$ cat src/rtl/mips_multicycle_ctrl.sv
// Multicycle MIPS control sequencer: walks the shared datapath through fetch,
// decode, execute, memory and writeback, with memory wait states and a trap state.
module mips_multicycle_ctrl (
   input  logic       clk,
   input  logic       rst,
   input  logic [5:0] op,
   input  logic [5:0] funct,
   input  logic       zero_flag,
   input  logic       mem_ready,
   output logic       mem_req,
   output logic       mem_write,
   output logic       iord,
   output logic       ir_write,
   output logic       pc_en,
   output logic       reg_write,
   output logic       reg_dest,
   output logic       mem_to_reg,
   output logic       alu_src_a,
   output logic [1:0] alu_src_b,
   output logic [2:0] alu_control,
   output logic [1:0] pc_src,
   output logic       retired,
   output logic       trap,
   output logic [3:0] state
);

   typedef enum logic [3:0] {
      S_FETCH  = 4'd0,
      S_DECODE = 4'd1,
      S_MEMADR = 4'd2,
      S_MEMRD  = 4'd3,
      S_MEMWB  = 4'd4,
      S_MEMWR  = 4'd5,
      S_EXEC   = 4'd6,
      S_ALUWB  = 4'd7,
      S_BEQ    = 4'd8,
      S_ADDIEX = 4'd9,
      S_ADDIWB = 4'd10,
      S_JMP    = 4'd11,
      S_TRAP   = 4'd12
   } state_t;

   localparam logic [5:0] OP_RTYPE = 6'b000000;
   localparam logic [5:0] OP_LW    = 6'b100011;
   localparam logic [5:0] OP_SW    = 6'b101011;
   localparam logic [5:0] OP_BEQ   = 6'b000100;
   localparam logic [5:0] OP_ADDI  = 6'b001000;
   localparam logic [5:0] OP_J     = 6'b000010;

   localparam logic [2:0] ALU_ADD = 3'b000;
   localparam logic [2:0] ALU_SUB = 3'b001;
   localparam logic [2:0] ALU_AND = 3'b010;
   localparam logic [2:0] ALU_OR  = 3'b011;
   localparam logic [2:0] ALU_SLT = 3'b100;

   state_t state_q, state_d;
   logic   pc_write;
   logic   branch;

   // State register with synchronous reset back to FETCH.
   always_ff @(posedge clk) begin
      if (rst) begin
         state_q <= S_FETCH;
      end else begin
         state_q <= state_d;
      end
   end

   // Next-state logic; unused encodings fall into TRAP.
   always_comb begin
      state_d = state_q;
      case (state_q)
         S_FETCH:  state_d = mem_ready ? S_DECODE : S_FETCH;
         S_DECODE: begin
            case (op)
               OP_LW, OP_SW: state_d = S_MEMADR;
               OP_RTYPE:     state_d = S_EXEC;
               OP_BEQ:       state_d = S_BEQ;
               OP_ADDI:      state_d = S_ADDIEX;
               OP_J:         state_d = S_JMP;
               default:      state_d = S_TRAP;
            endcase
         end
         S_MEMADR: state_d = (op == OP_LW) ? S_MEMRD : S_MEMWR;
         S_MEMRD:  state_d = mem_ready ? S_MEMWB : S_MEMRD;
         S_MEMWB:  state_d = S_FETCH;
         S_MEMWR:  state_d = mem_ready ? S_FETCH : S_MEMWR;
         S_EXEC: begin
            case (funct)
               6'b100000, 6'b100010, 6'b100100,
               6'b100101, 6'b101010: state_d = S_ALUWB;
               default:              state_d = S_TRAP;
            endcase
         end
         S_ALUWB:  state_d = S_FETCH;
         S_BEQ:    state_d = S_FETCH;
         S_ADDIEX: state_d = S_ADDIWB;
         S_ADDIWB: state_d = S_FETCH;
         S_JMP:    state_d = S_FETCH;
         S_TRAP:   state_d = S_TRAP;
         default:  state_d = S_TRAP;
      endcase
   end

   // Moore output decode; reset masks every side-effecting enable immediately.
   always_comb begin
      mem_req     = 1'b0;
      mem_write   = 1'b0;
      iord        = 1'b0;
      ir_write    = 1'b0;
      pc_write    = 1'b0;
      branch      = 1'b0;
      reg_write   = 1'b0;
      reg_dest    = 1'b0;
      mem_to_reg  = 1'b0;
      alu_src_a   = 1'b0;
      alu_src_b   = 2'b00;
      alu_control = ALU_ADD;
      pc_src      = 2'b00;
      retired     = 1'b0;
      trap        = 1'b0;
      pc_en       = 1'b0;
      case (state_q)
         S_FETCH: begin
            mem_req   = 1'b1;
            alu_src_b = 2'b01;
            ir_write  = mem_ready;
            pc_write  = mem_ready;
         end
         S_DECODE: alu_src_b = 2'b11;
         S_MEMADR: begin
            alu_src_a = 1'b1;
            alu_src_b = 2'b10;
         end
         S_MEMRD: begin
            mem_req = 1'b1;
            iord    = 1'b1;
         end
         S_MEMWB: begin
            reg_write  = 1'b1;
            mem_to_reg = 1'b1;
            retired    = 1'b1;
         end
         S_MEMWR: begin
            mem_req   = 1'b1;
            mem_write = 1'b1;
            iord      = 1'b1;
            retired   = mem_ready;
         end
         S_EXEC: begin
            alu_src_a = 1'b1;
            case (funct)
               6'b100010: alu_control = ALU_SUB;
               6'b100100: alu_control = ALU_AND;
               6'b100101: alu_control = ALU_OR;
               6'b101010: alu_control = ALU_SLT;
               default:   alu_control = ALU_ADD;
            endcase
         end
         S_ALUWB: begin
            reg_write = 1'b1;
            reg_dest  = 1'b1;
            retired   = 1'b1;
         end
         S_BEQ: begin
            alu_src_a   = 1'b1;
            alu_control = ALU_SUB;
            branch      = 1'b1;
            pc_src      = 2'b01;
            retired     = 1'b1;
         end
         S_ADDIEX: begin
            alu_src_a = 1'b1;
            alu_src_b = 2'b10;
         end
         S_ADDIWB: begin
            reg_write = 1'b1;
            retired   = 1'b1;
         end
         S_JMP: begin
            pc_write = 1'b1;
            pc_src   = 2'b10;
            retired  = 1'b1;
         end
         S_TRAP:  trap = 1'b1;
         default: trap = 1'b1;
      endcase
      if (rst) begin
         mem_req   = 1'b0;
         mem_write = 1'b0;
         ir_write  = 1'b0;
         reg_write = 1'b0;
         retired   = 1'b0;
         trap      = 1'b0;
         pc_en     = 1'b0;
      end else begin
         pc_en = pc_write | (branch & zero_flag);
      end
   end

   assign state = state_q;

endmodule

$ cat config.mk
export PLATFORM = sky130hd
export DESIGN_NAME = mips_multicycle_ctrl
export DESIGN_NICKNAME = d
export VERILOG_FILES = /design/src/rtl/mips_multicycle_ctrl.sv
export SDC_FILE = /design/constraint.sdc
export NUM_CORES = 1
export LEC_CHECK = 0
export CAP_MARGIN = 0
export CORE_MARGIN = 4
export CORE_UTILIZATION = 36
export DETAILED_ROUTE_END_ITERATION = 10
export PLACE_DENSITY = 0.77
export SLEW_MARGIN = 30
export SYNTH_ARGS = -nofsm -noshare
export SYNTH_HDL_FRONTEND = slang
export SYNTH_SLANG_ARGS = --single-unit
$ cat constraint.sdc
create_clock -name clk -period 2.1 [get_ports clk]
set_clock_uncertainty 0.05 [all_clocks]
set_input_delay 0.315 -clock clk [delete_from_list [all_inputs] [get_ports clk]]
set_output_delay 0.315 -clock clk [all_outputs]
set_load 0.01 [all_outputs]
==> flow_summary.json, run 1 <==
{
  "drcViolationCount": 0,
  "syn_nets": 117,
  "synth_seq_cells": 4,
  "async_flop_share": 0,
  "grt_pass1_wl_um": 3801,
  "path_class": "input pin to output port",
  "cp_max_fo": 2,
  "syn_inst": 101,
  "finalSetupViolations": 0,
  "status": "finished, final reports clean",
  "slew_violations": 0,
  "postRouteWirelength_um": 2396,
  "r2r_cells": 6,
  "fmax_ghz": 0.4845,
  "start_util": 0.3992,
  "rows": 14,
  "worstSetupStartpointType": "input pin",
  "hold_path.class": "register to register",
  "cts_setup_buffers": 0,
  "antenna_found_initial": 0,
  "cts_hold_buf": 0,
  "rsz0062_at_grt": "false",
  "post_synth.cell_area_avg_sq_um": 6.231,
  "place.gp.congestion": 0.8126,
  "cts_tree": "done",
  "grtUsageTotal": 0.1902,
  "drt_first_pass_iters": 4,
  "p_leak_uw": 0.0005475,
  "post_drt_wl_per_cell_um": 14.09,
  "drt_iter0_markers": 25,
  "num_vias": 954,
  "synth_area_sq_um": 629.4,
  "rr_endpoint": "state[2]$_SDFF_PP0_",
  "crit_end": "alu_control[1]",
  "ys.flop_type": "dfxtp_1",
  "grt-ovfl-total": 0,
  "path_cells": "clkdlybuf4s50_1, nand2b_1, or4_4, nor3b_2, buf_2",
  "cts_made_buffers": 3,
  "pin_count": 38,
  "crit_slowest_cell": "or4_4",
  "fillers": 141,
  "synthDistinctLibCells": 36,
  "viasPerCell": 5.612,
  "tightest_slew_ns": 0.4436,
  "core_area_sq_um": 1577,
  "total_power_uw": 409.4,
  "hpwl_um": 1911,
  "synthTopCellsByArea": "dfxtp_1, nor2_1, nor3_1, nand2b_1, nor2b_1",
  "yosysWarnings": 0,
  "yosysSeqAreaShare": 0.1272,
  "drive_gt1_frac": 0.2013,
  "final.setup.worst_slack_ns": 0.03612,
  "synth_top_area_share": 0.1272,
  "final_cell_area_sq_um": 1181,
  "fp.dieH_um": 49.81,
  "die-area_sq_um": 2481,
  "seqCellArea_sq_um": 80.08,
  "ir_worst_vdd_uv": 322.3,
  "r2r_slack_ns": 0.53,
  "cpPeakStageDelay_ns": 0.50,
  "powerDensity_nw_per_um2": 346.6,
  "die_w_um": 49.81,
  "end_kind": "output port",
  "synth_edf_count": 0,
  "min_period_ns": 2.064,
  "num_antenna_cells": 0,
  "grt_max_degree": 22,
  "first_global_vias": 893,
  "largest_reg_flops": 4,
  "ant_nets": 0,
  "max_slew_margin": 0.7015,
  "cts_sinks": 4,
  "ctsRootBufferMaster": "clkbuf_4",
  "synth_area_leader_cell": "dfxtp_1",
  "finish.utilization": 0.7492,
  "htreeDepth": 1,
  "nets": 172,
  "required_ns": 1.74,
  "clock_latency_ns": 0.24,
  "critPathLaunch": "funct[4]",
  "placed_area_sq_um": 1144,
  "cts.path.max_buffers": 2,
  "pre_cts_ws_ns": -0.4185,
  "multi_input_area_sq_um": 526.8,
  "cp_data_arrival_time_ns": 1.70,
  "path_clk_slew_ns": 0.05,
  "cap_violations": 0,
  "hold_viol": 0,
  "syn_to_final_growth_pct": 87.67,
  "portBuffers": 37,
  "timing.rr.start": "state[1]$_SDFF_PP0_",
  "fin_crit_sh": 0.9828
}
## placed cells by master (no fill, tap or decap), drive strengths merged, types with 2 or more instances in the layout
| cell | n |
|---|---|
| clkdlybuf4s50 | 25 |
| buf | 22 |
| nor2 | 14 |
| nor3 | 9 |
| nand2 | 8 |
| a21oi | 6 |
| dlygate4sd2 | 6 |
| nand2b | 5 |
| nor2b | 5 |
| nor4 | 4 |
| o21ai | 4 |
| a31oi | 4 |
| dlymetal6s2s | 4 |
| dfxtp | 4 |
| inv | 3 |
| clkbuf | 3 |
| o211ai | 2 |
| or3 | 2 |
| or4 | 2 |
| nor3b | 2 |
## per-stage QoR
| stage | cells | hold slack [ns] | setup TNS, ns |
|---|---|---|---|
| CTS | 170 | 0.5945 | -0.004091 |
| global route | 170 | 0.6389 | 0 |
| global placement | 167 | 0.5858 | -0.9992 |
| detailed placement | 167 | 0.6102 | -1.082 |
| finish | 170 | 0.6124 | 0 |
| floorplan | 101 | 0.4830 | 0 |
## cells in the mapped netlist, types with 3 or more instances
master / number
nor3_1: 9
nand2b_1: 5
nor2_1: 14
inv_1: 3
dfxtp_1: 4
clkbuf_1: 7
nor2b_1: 5
o21ai_0: 4
nand2_1: 8
a21oi_1: 6
nor4_1: 4
a31oi_1: 4
## what timing repair did
item,CTS,global route
hold endpoints to repair,0,0
endpoints found under the setup margin,9,6
gates resized for setup,18,6
## worst min path at each step
stage                        startpoint  cells after the start             endpoint
CTS                 state[3]$_SDFF_PP0_                      2  state[0]$_SDFF_PP0_
global placement    state[3]$_SDFF_PP0_                      2  state[0]$_SDFF_PP0_
floorplan                         op[0]                      3  state[0]$_SDFF_PP0_
finish              state[3]$_SDFF_PP0_                      2  state[0]$_SDFF_PP0_
global route        state[3]$_SDFF_PP0_                      2  state[0]$_SDFF_PP0_
detailed placement  state[3]$_SDFF_PP0_                      2  state[0]$_SDFF_PP0_
## metal layers
layer / vias up / GRT usage / part of all wire
li1: 483 / - / -
met1: 417 / 0.2061 / 0.42
met2: 48 / 0.3700 / 0.50
met3: 6 / 0.03012 / 0.066
met4: 0 / 0.05530 / 0.010
met5: - / 0 / 0
## cell families after synthesis
group,count (synthesis),share of synthesized area
flip-flops,4,0.1272
buffers and inverters,10,0.05965
AND/OR/NAND/NOR,56,0.4652
multiplexers,2,0.03380
XOR/XNOR,2,0.02784
AO/OA/AOI/OAI,27,0.2863
## layout make-up
type                       instances  share of cell area
clock buffer                       3             0.01907
multi-input combinational         87              0.4460
sequential                         4             0.06780
inverter                           3            0.009534
tap                               16             0.01695
timing repair buffer              57              0.4407
## power by group
| group | internal, uW | switching [uW] |
|---|---|---|
| combinational | 120 | 104 |
| clock | 64.2 | 35.9 |
| sequential | 81.2 | 4.14 |
## critical path, delay by kind of cell
family        cells  cell delay [ns]
buf+inv           2             0.55
simple gates      3             0.85
(Power assumes the default switching activity.)
==> run 2: changes to the inputs <==
--- a/config.mk
+++ b/config.mk
@@ -5,6 +5,7 @@
 export SDC_FILE = /design/constraint.sdc
 export NUM_CORES = 1
 export LEC_CHECK = 0
+export ABC_CLOCK_PERIOD_IN_PS = 2100
 export CAP_MARGIN = 0
 export CORE_MARGIN = 4
 export CORE_UTILIZATION = 36
==> results of run 2 <==
Final layout, timing and power as in run 1 (identical DEF).
==> run 3: changes to the inputs <==
--- a/config.mk
+++ b/config.mk
@@ -10,7 +10,7 @@
 export CORE_MARGIN = 4
 export CORE_UTILIZATION = 36
 export DETAILED_ROUTE_END_ITERATION = 10
-export PLACE_DENSITY = 0.77
+export PLACE_DENSITY = 0.78
 export SLEW_MARGIN = 30
 export SYNTH_ARGS = -nofsm -noshare
 export SYNTH_HDL_FRONTEND = slang
==> flow_summary.json, run 3 (synthesis gave the netlist of run 1 again) <==
{
  "status": "finished, final reports clean",
  "fp.dieH_um": 49.81,
  "pin_count": 38,
  "start_util": 0.3992,
  "path_class": "input pin to output port",
  "grtUsageTotal": 0.1789,
  "grtUsageMet2": 0.3436,
  "portBuffers": 37,
  "grt-ovfl-total": 0,
  "ir_worst_vdd_uv": 436.9,
  "busiest_layer": "met2",
  "cts.path.max_buffers": 2,
  "drt_iter0_markers": 9,
  "clock_latency_ns": 0.24,
  "drt_first_pass_iters": 4,
  "end_kind": "output port",
  "postRouteWirelength_um": 2284,
  "post_drt_wl_per_cell_um": 13.51,
  "hpwl_um": 1756,
  "fin_tns_setup_ns": 0,
  "nets": 171,
  "worst_hold_slack_ns": 0.5773,
  "num_antenna_cells": 0,
  "final.setup.worst_slack_ns": 0.03736,
  "grt_pass1_wl_um": 3601,
  "rows": 14,
  "final_common_cell": "clkdlybuf4s50_1",
  "pre_cts_ws_ns": -0.3852,
  "worstSetupStartpointType": "input pin",
  "syn_to_final_growth_pct": 88.67,
  "place.gp.congestion": 0.8507,
  "antenna_found_initial": 0,
  "cap_violations": 0,
  "hold_viol": 0,
  "first_global_vias": 851,
  "htreeDepth": 1,
  "met1_usage": 0.1986,
  "cts_sinks": 4,
  "die-area_sq_um": 2481,
  "cp_data_arrival_time_ns": 1.70,
  "cts_made_buffers": 3,
  "cts_resized": 16,
  "path_clk_slew_ns": 0.04,
  "slew_violations": 0,
  "cts_hold_buf": 0,
  "die_w_um": 49.81,
  "fmax_ghz": 0.4848,
  "drive_gt1_frac": 0.2157,
  "ant_nets": 0,
  "grtUsageMet3": 0.04819,
  "largest_reg_flops": 4,
  "layout_common_cells": "clkdlybuf4s50_1, buf_4, nor2_1",
  "finalSetupViolations": 0,
  "required_ns": 1.74,
  "viasPerCell": 5.692,
  "cp_max_fo": 2,
  "fin_crit_sh": 0.9822,
  "cts_tree": "done",
  "min_period_ns": 2.063,
  "grt_max_degree": 22,
  "num_vias": 962,
  "tightest_slew_ns": 0.4086,
  "fillers": 117,
  "hold_path.class": "register to register",
  "p_leak_uw": 0.0005454,
  "powerDensity_nw_per_um2": 339.4,
  "drcViolationCount": 0,
  "ctsRootBufferMaster": "clkbuf_4",
  "core_area_sq_um": 1577,
  "cts_setup_buffers": 0,
  "max_slew_margin": 0.7251
}
run 3: cell types whose count changed in the layout (fill, tap and decap cells not counted), sizes merged:
cell / before / now
buf: 22 / 21
run 3: layout make-up:
| class | instances | area [sq um] | share of cell area |
|---|---|---|---|
| Tap cell | 16 | 20.02 | 0.01686 |
| Clock buffer | 3 | 22.52 | 0.01897 |
| Inverter | 3 | 11.26 | 0.009484 |
| Sequential cell | 4 | 80.08 | 0.06744 |
| Timing Repair Buffer | 56 | 513.0 | 0.4320 |
| Multi-Input combinational cell | 87 | 540.5 | 0.4552 |
run 3: power by group:
| group | switching [uW] | leakage (uW) | total (uW) | internal [uW] |
|---|---|---|---|---|
| combinational | 104 | 0.000499 | 224 | 120 |
| clock | 30.9 | 0.0000138 | 94.8 | 63.9 |
| sequential | 3.03 | 0.0000327 | 84.4 | 81.3 |
| total | 138 | 0.000545 | 403 | 265 |
run 3: worst max-delay path, cell delays in order:
cell and delay [ns]:
clkdlybuf4s50_1 0.40, nand2b_4 0.14, or4_4 0.49, nor3b_2 0.19, buf_2 0.15
run 3: per-stage QoR:
stage / util / total power (uW) / cell area [sq um] / cells
final: 0.7532 / 403.0 / 1187 / 169
after global routing: 0.7532 / 439.3 / 1187 / 169
after CTS: 0.7357 / 405.3 / 1160 / 169
after detailed placement: 0.7206 / 309.8 / 1136 / 166
after global placement: 0.7206 / 305.9 / 1136 / 166
after floorplan: - / 185.0 / 629.4 / 101
run 3: metal layers:
| metal | routed length [um] | up-vias |
|---|---|---|
| met5 | 0 | - |
| li1 | - | 478 |
| met4 | 0 | 0 |
| met3 | 126 | 0 |
| met2 | 1212 | 34 |
| met1 | 945 | 450 |
run 3: worst paths after layout:
check                                    startpoint                  end  slack [ns]  depth (start not counted)
worst max-delay path                       funct[4]       alu_control[1]        0.04                          5
worst min-delay path            state[3]$_SDFF_PP0_  state[0]$_SDFF_PP0_        0.58                          2
worst max register to register  state[1]$_SDFF_PP0_  state[2]$_SDFF_PP0_        0.60                          6
worst min register to register  state[3]$_SDFF_PP0_  state[0]$_SDFF_PP0_        0.58                          2
